$ cat src/rtl/mux_channel_scanner.sv
// ---------------------------------------------------------------------------
// mux_channel_scanner
//
// Purpose:
//   Scans an upstream INS:1 single-bit mux. It walks the select s over the
//   channels and captures f_in for each one into data_out. When the whole
//   pass is done, it holds the word behind a valid/ready handshake.
//
// Build option (macro MASK_SKIP_EN):
//   undefined : every channel is visited, one cycle each. Masked channels
//               are written as 0. Latency is INS cycles.
//   defined   : only enabled channels are visited, in ascending order.
//               Latency is popcount(mask) cycles. An all-zero mask goes
//               straight from IDLE to HOLD with data_out = 0.
//
// Ports:
//   clk        in   rising-edge clock
//   rst_n      in   synchronous, active-low reset
//   start      in   request one scan pass (only honoured in IDLE)
//   ch_mask    in   INS channel enables, sampled when start is accepted
//   s          out  SW-bit channel select to the upstream mux
//   f_in       in   mux output for the current s
//   data_out   out  captured word; bit k holds the channel-k sample
//   valid_out  out  data_out holds a complete scan
//   ready_in   in   downstream accepts data_out
//   busy       out  high in SCAN or HOLD
//   state_dbg  out  current FSM state (IDLE=0, SCAN=1, HOLD=2)
//
// Handshake (valid_out/ready_in):
//   A word transfers on a rising edge where valid_out and ready_in are both
//   high. While valid_out is high and ready_in is low, data_out and
//   valid_out do not change. valid_out never depends on ready_in.
// ---------------------------------------------------------------------------
module mux_channel_scanner #(
    parameter int INS = 8,
    parameter int SW  = $clog2(INS)
) (
    input  logic           clk,
    input  logic           rst_n,
    input  logic           start,
    input  logic [INS-1:0] ch_mask,
    output logic [SW-1:0]  s,
    input  logic           f_in,
    output logic [INS-1:0] data_out,
    output logic           valid_out,
    input  logic           ready_in,
    output logic           busy,
    output logic [1:0]     state_dbg
);

    typedef enum logic [1:0] {
        IDLE = 2'd0,
        SCAN = 2'd1,
        HOLD = 2'd2
    } state_t;

    state_t         state, state_nxt;
    logic [SW-1:0]  s_nxt;
    logic [INS-1:0] data_nxt;
    logic [INS-1:0] mask_q, mask_nxt;

`ifdef MASK_SKIP_EN
    // Finds the lowest enabled channel at index >= lo.
    // Returns {found, index}.
    function automatic logic [SW:0] find_from(input logic [INS-1:0] m, input int lo);
        logic [SW:0] r;
        r = '0;
        for (int i = INS - 1; i >= 0; i--) begin
            if (i >= lo && m[i]) begin
                r = {1'b1, SW'(i)};
            end
        end
        return r;
    endfunction

    logic [SW:0] first_ch;  // first enabled channel of the incoming mask
    logic [SW:0] next_ch;   // next enabled channel above s in the latched mask

    assign first_ch = find_from(ch_mask, 0);
    assign next_ch  = find_from(mask_q, int'(s) + 1);
`endif

    // State register and datapath registers
    always_ff @(posedge clk) begin
        if (!rst_n) begin
            state    <= IDLE;
            s        <= '0;
            data_out <= '0;
            mask_q   <= '0;
        end else begin
            state    <= state_nxt;
            s        <= s_nxt;
            data_out <= data_nxt;
            mask_q   <= mask_nxt;
        end
    end

    // Next-state and datapath updates
    always_comb begin
        state_nxt = state;
        s_nxt     = s;
        data_nxt  = data_out;
        mask_nxt  = mask_q;

        case (state)
            IDLE: begin
                if (start) begin
                    mask_nxt = ch_mask;
                    data_nxt = '0;
`ifdef MASK_SKIP_EN
                    if (first_ch[SW]) begin
                        s_nxt     = first_ch[SW-1:0];
                        state_nxt = SCAN;
                    end else begin
                        // Nothing enabled: the empty word is ready at once.
                        s_nxt     = '0;
                        state_nxt = HOLD;
                    end
`else
                    s_nxt     = '0;
                    state_nxt = SCAN;
`endif
                end
            end

            SCAN: begin
                // Only bit s is written in this cycle.
                data_nxt[s] = f_in & mask_q[s];
`ifdef MASK_SKIP_EN
                if (next_ch[SW]) begin
                    s_nxt = next_ch[SW-1:0];
                end else begin
                    s_nxt     = '0;
                    state_nxt = HOLD;
                end
`else
                if (s == SW'(INS - 1)) begin
                    s_nxt     = '0;
                    state_nxt = HOLD;
                end else begin
                    s_nxt = s + SW'(1);
                end
`endif
            end

            HOLD: begin
                // A start in this cycle is ignored. The next start can only
                // be accepted from IDLE.
                if (ready_in) begin
                    state_nxt = IDLE;
                end
            end

            default: begin
                state_nxt = IDLE;
                s_nxt     = '0;
            end
        endcase
    end

    assign valid_out = (state == HOLD);
    assign busy      = (state != IDLE);
    assign state_dbg = state;

endmodule

$ cat config.mk
export PLATFORM = sky130hd
export DESIGN_NAME = mux_channel_scanner
export DESIGN_NICKNAME = d
export VERILOG_FILES = /design/src/rtl/mux_channel_scanner.sv
export SDC_FILE = /design/constraint.sdc
export NUM_CORES = 1
export LEC_CHECK = 0
export CAP_MARGIN = 15
export CORE_MARGIN = 2
export CORE_UTILIZATION = 40
export DETAILED_ROUTE_END_ITERATION = 10
export GPL_TIMING_DRIVEN = 0
export HOLD_SLACK_MARGIN = 0.06
export PLACE_DENSITY = 0.65
export SLEW_MARGIN = 20
export SYNTH_ARGS = -nofsm -noshare
export SYNTH_HDL_FRONTEND = slang
export SYNTH_SLANG_ARGS = --single-unit
$ cat constraint.sdc
create_clock -name clk -period 2.1 [get_ports clk]
set_input_delay 0.21 -clock clk [delete_from_list [all_inputs] [get_ports clk]]
set_output_delay 0.21 -clock clk [all_outputs]
set_load 0.02 [all_outputs]
==> flow_summary.yaml <==
logic_synthesis:
  ys_seq_area_frac: 0.412
  yosysUniqueCellTypes: 30
  syn_nets: 124
  ys.flop_type: "dfxtp_1"
  synth-seq-cells: 21
  netlist_area_um2: 1020
  synth_edf_count: 0
  synth.avg_cell_area_um2: 9.36
  yosys_warnings: 0
  synthCells: 109
  synth-async-reset-ratio: 0
min_path:
  worstHoldEndpoint: "mask_q[6]$_SDFFE_PN0P_"
  hold_class: "in2reg"
  min_from: "ch_mask[6]"
  whs_path_depth: 3
cts:
  root_buffer: "clkbuf_4"
  ctsHoldBuffers: 0
  clock_path_buffers: 2
  clk_latency_ps: 300
  cts.sinks: 21
  cts_tree: "yes"
  cts_inserted_buffers: 3
  htree_levels: 1
  path_clk_slew_ps: 110
grt:
  first_global_vias: 862
  track_usage: 0.183
  grt_max_degree: 13
  antenna_found_initial: 0
  grt_pass1_wl_um: 3840
  grt.overflow.total: 0
final_layout:
  areaGrowthSynthToFinish_pct: 32.5
  layout.nets: 155
  n_antenna_cell: 0
  drive_above_1_share: 0.0647
  final_cell_mix: "27 x clkdlybuf4s50_1, 21 x dfxtp_1, 18 x nand2_1"
  design_area_um2: 1350
  post-route-util: 0.550
  final_common_cell: "clkdlybuf4s50_1"
detailed_routing:
  viasPerCell: 5.36
  routed_wl_um: 2240
  num_vias: 905
  drcViolationCount: 0
  wire_per_inst_um: 13.3
  drt_iter0_drc: 3
  drtAntennaViolNets: 0
  drt_first_pass_iters: 4
die:
  initial_core_util: 0.415
  die_h_um: 54.5
  rows: 18
  core_area_um2: 2450
  die-area_um2: 2970
  ios: 28
  die_w_um: 54.5
worst_setup_path:
  r2r_slack_ps: 320
  crit_fanout: 12
  ff2ff_path_depth: 3
  rr_endpoint: "data_out[7]$_SDFFE_PN0P_"
  cp_data_required_time_ps: 1890
  crit_type: "reg2out"
  critPathLaunchType: "flip-flop"
  r2r_start: "s[2]$_SDFFE_PN0P_"
  arrival_ps: 1720
  cp-end-kind: "output port"
sta:
  fin_ws_ps: 165
  finalMaxSlewViolations: 0
  post-route-period-util: 0.921
  finalSetupViolCount: 0
  rsz0062_at_grt: "no"
  skew_ps: 1.13
  relSlewSlack: 0.666
  timing_worst_slew_pin_value_ps: 498
  hold_viol: 0
  fin_crit_ps: 1930
  finalSetupTns_ps: 0
  fmax_mhz: 517
place:
  dp_hpwl_um: 1690
  gp_congestion: 0.694
  port_buffers: 27
  post-place-ws_ps: 200
  dpl_cell_area_um2: 1330
run_status:
  status: "complete, no violations"
power_and_ir_drop:
  powerDensity_nw_per_um2: 536
  leakagePower_nw: 0.472
  ir_drop_v: 0.000514
job:
  maxCapViolCount: 0
## logic make-up (layout without fill, tap and decap cells)
group / after synthesis / after routing / share of synthesized area
simple gates: 41 / 41 / 0.231
compound gates: 28 / 28 / 0.218
flops: 21 / 21 / 0.412
buf+inv: 12 / 42 / 0.0528
mux: 5 / 5 / 0.0613
fa+ha+maj: 2 / 2 / 0.0245
## worst max-delay path: stages, from the launching register on
cell             delay [ps]
dfxtp_1                 550
nor2b_1                 240
clkdlybuf4s50_1         630
## power by group
part / internal (W) / switching, W / total [W]
clock: 0.0000740 / 0.000115 / 0.000189
combinational: 0.0000580 / 0.0000591 / 0.000117
sequential: 0.000411 / 0.00000762 / 0.000418
total: 0.000543 / 0.000182 / 0.000725
## cells in the mapped netlist (2+ instances only)
cell type	n	share of area
o21a_1	2	0.015
nor4bb_1	2	0.020
clkbuf_1	8	0.029
o31ai_1	8	0.059
a21boi_1	8	0.059
nand2b_1	2	0.012
or3b_1	2	0.017
o2111ai_1	8	0.069
mux2i_1	4	0.039
nand4b_1	2	0.017
inv_1	2	0.0074
and2_1	2	0.012
ha_1	2	0.025
dfxtp_1	21	0.41
nor2_1	2	0.0074
nor2b_1	2	0.012
nand2_1	18	0.066
nor3b_1	2	0.015
## how the worst max path moves through the flow
| stage | from | to | slack [ps] | cells past startpoint |
|---|---|---|---|---|
| global route | state_dbg[1]$_SDFFE_PN0P_ | valid_out | 70 | 2 |
| global placement | start | data_out[7]$_SDFFE_PN0P_ | 210 | 6 |
| CTS | state_dbg[0]$_SDFFE_PN0P_ | busy | 110 | 3 |
| detailed placement | start | data_out[7]$_SDFFE_PN0P_ | 200 | 6 |
| finish | state_dbg[1]$_SDFFE_PN0P_ | valid_out | 170 | 2 |
| floorplan | s[2]$_SDFFE_PN0P_ | data_out[0]$_SDFFE_PN0P_ | 450 | 3 |
## flip-flops by register name, indices dropped and copies added (netlist names)
name / flops
data_out: 8
state_dbg: 2
s: 3
mask_q: 8
## stage by stage
stage,instances,power [W],hold slack [ps]
global placement,166,0.000543,443
floorplan,109,0.000493,345
global route,169,0.000767,453
detailed placement,166,0.000545,451
finish,169,0.000725,443
CTS,169,0.000737,430
## metal layers
metal  up-vias  share of wire  GRT usage
li1        464              -          -
met2        16           0.51      0.317
met5         -              0          0
met4         0         0.0089     0.0500
met3         2          0.035     0.0492
met1       423           0.45      0.220
## area by class of cell
class	instances	area (µm²)
well taps	30	37.5
multi-input cells	76	546
fillers	253	1100
flip-flops and latches	21	420
plain buffers	9	43.8
clock buffers	4	26.3
repair buffers	27	270
inverters	2	7.51
## timing repair
item | CTS | global route
hold endpoints to repair | 0 | 0
resized for setup | 0 | 2
buffers inserted | 0 | 0
setup endpoints to repair | 1 | 1
pin swaps | 0 | 0
(Power assumes the default switching activity.)
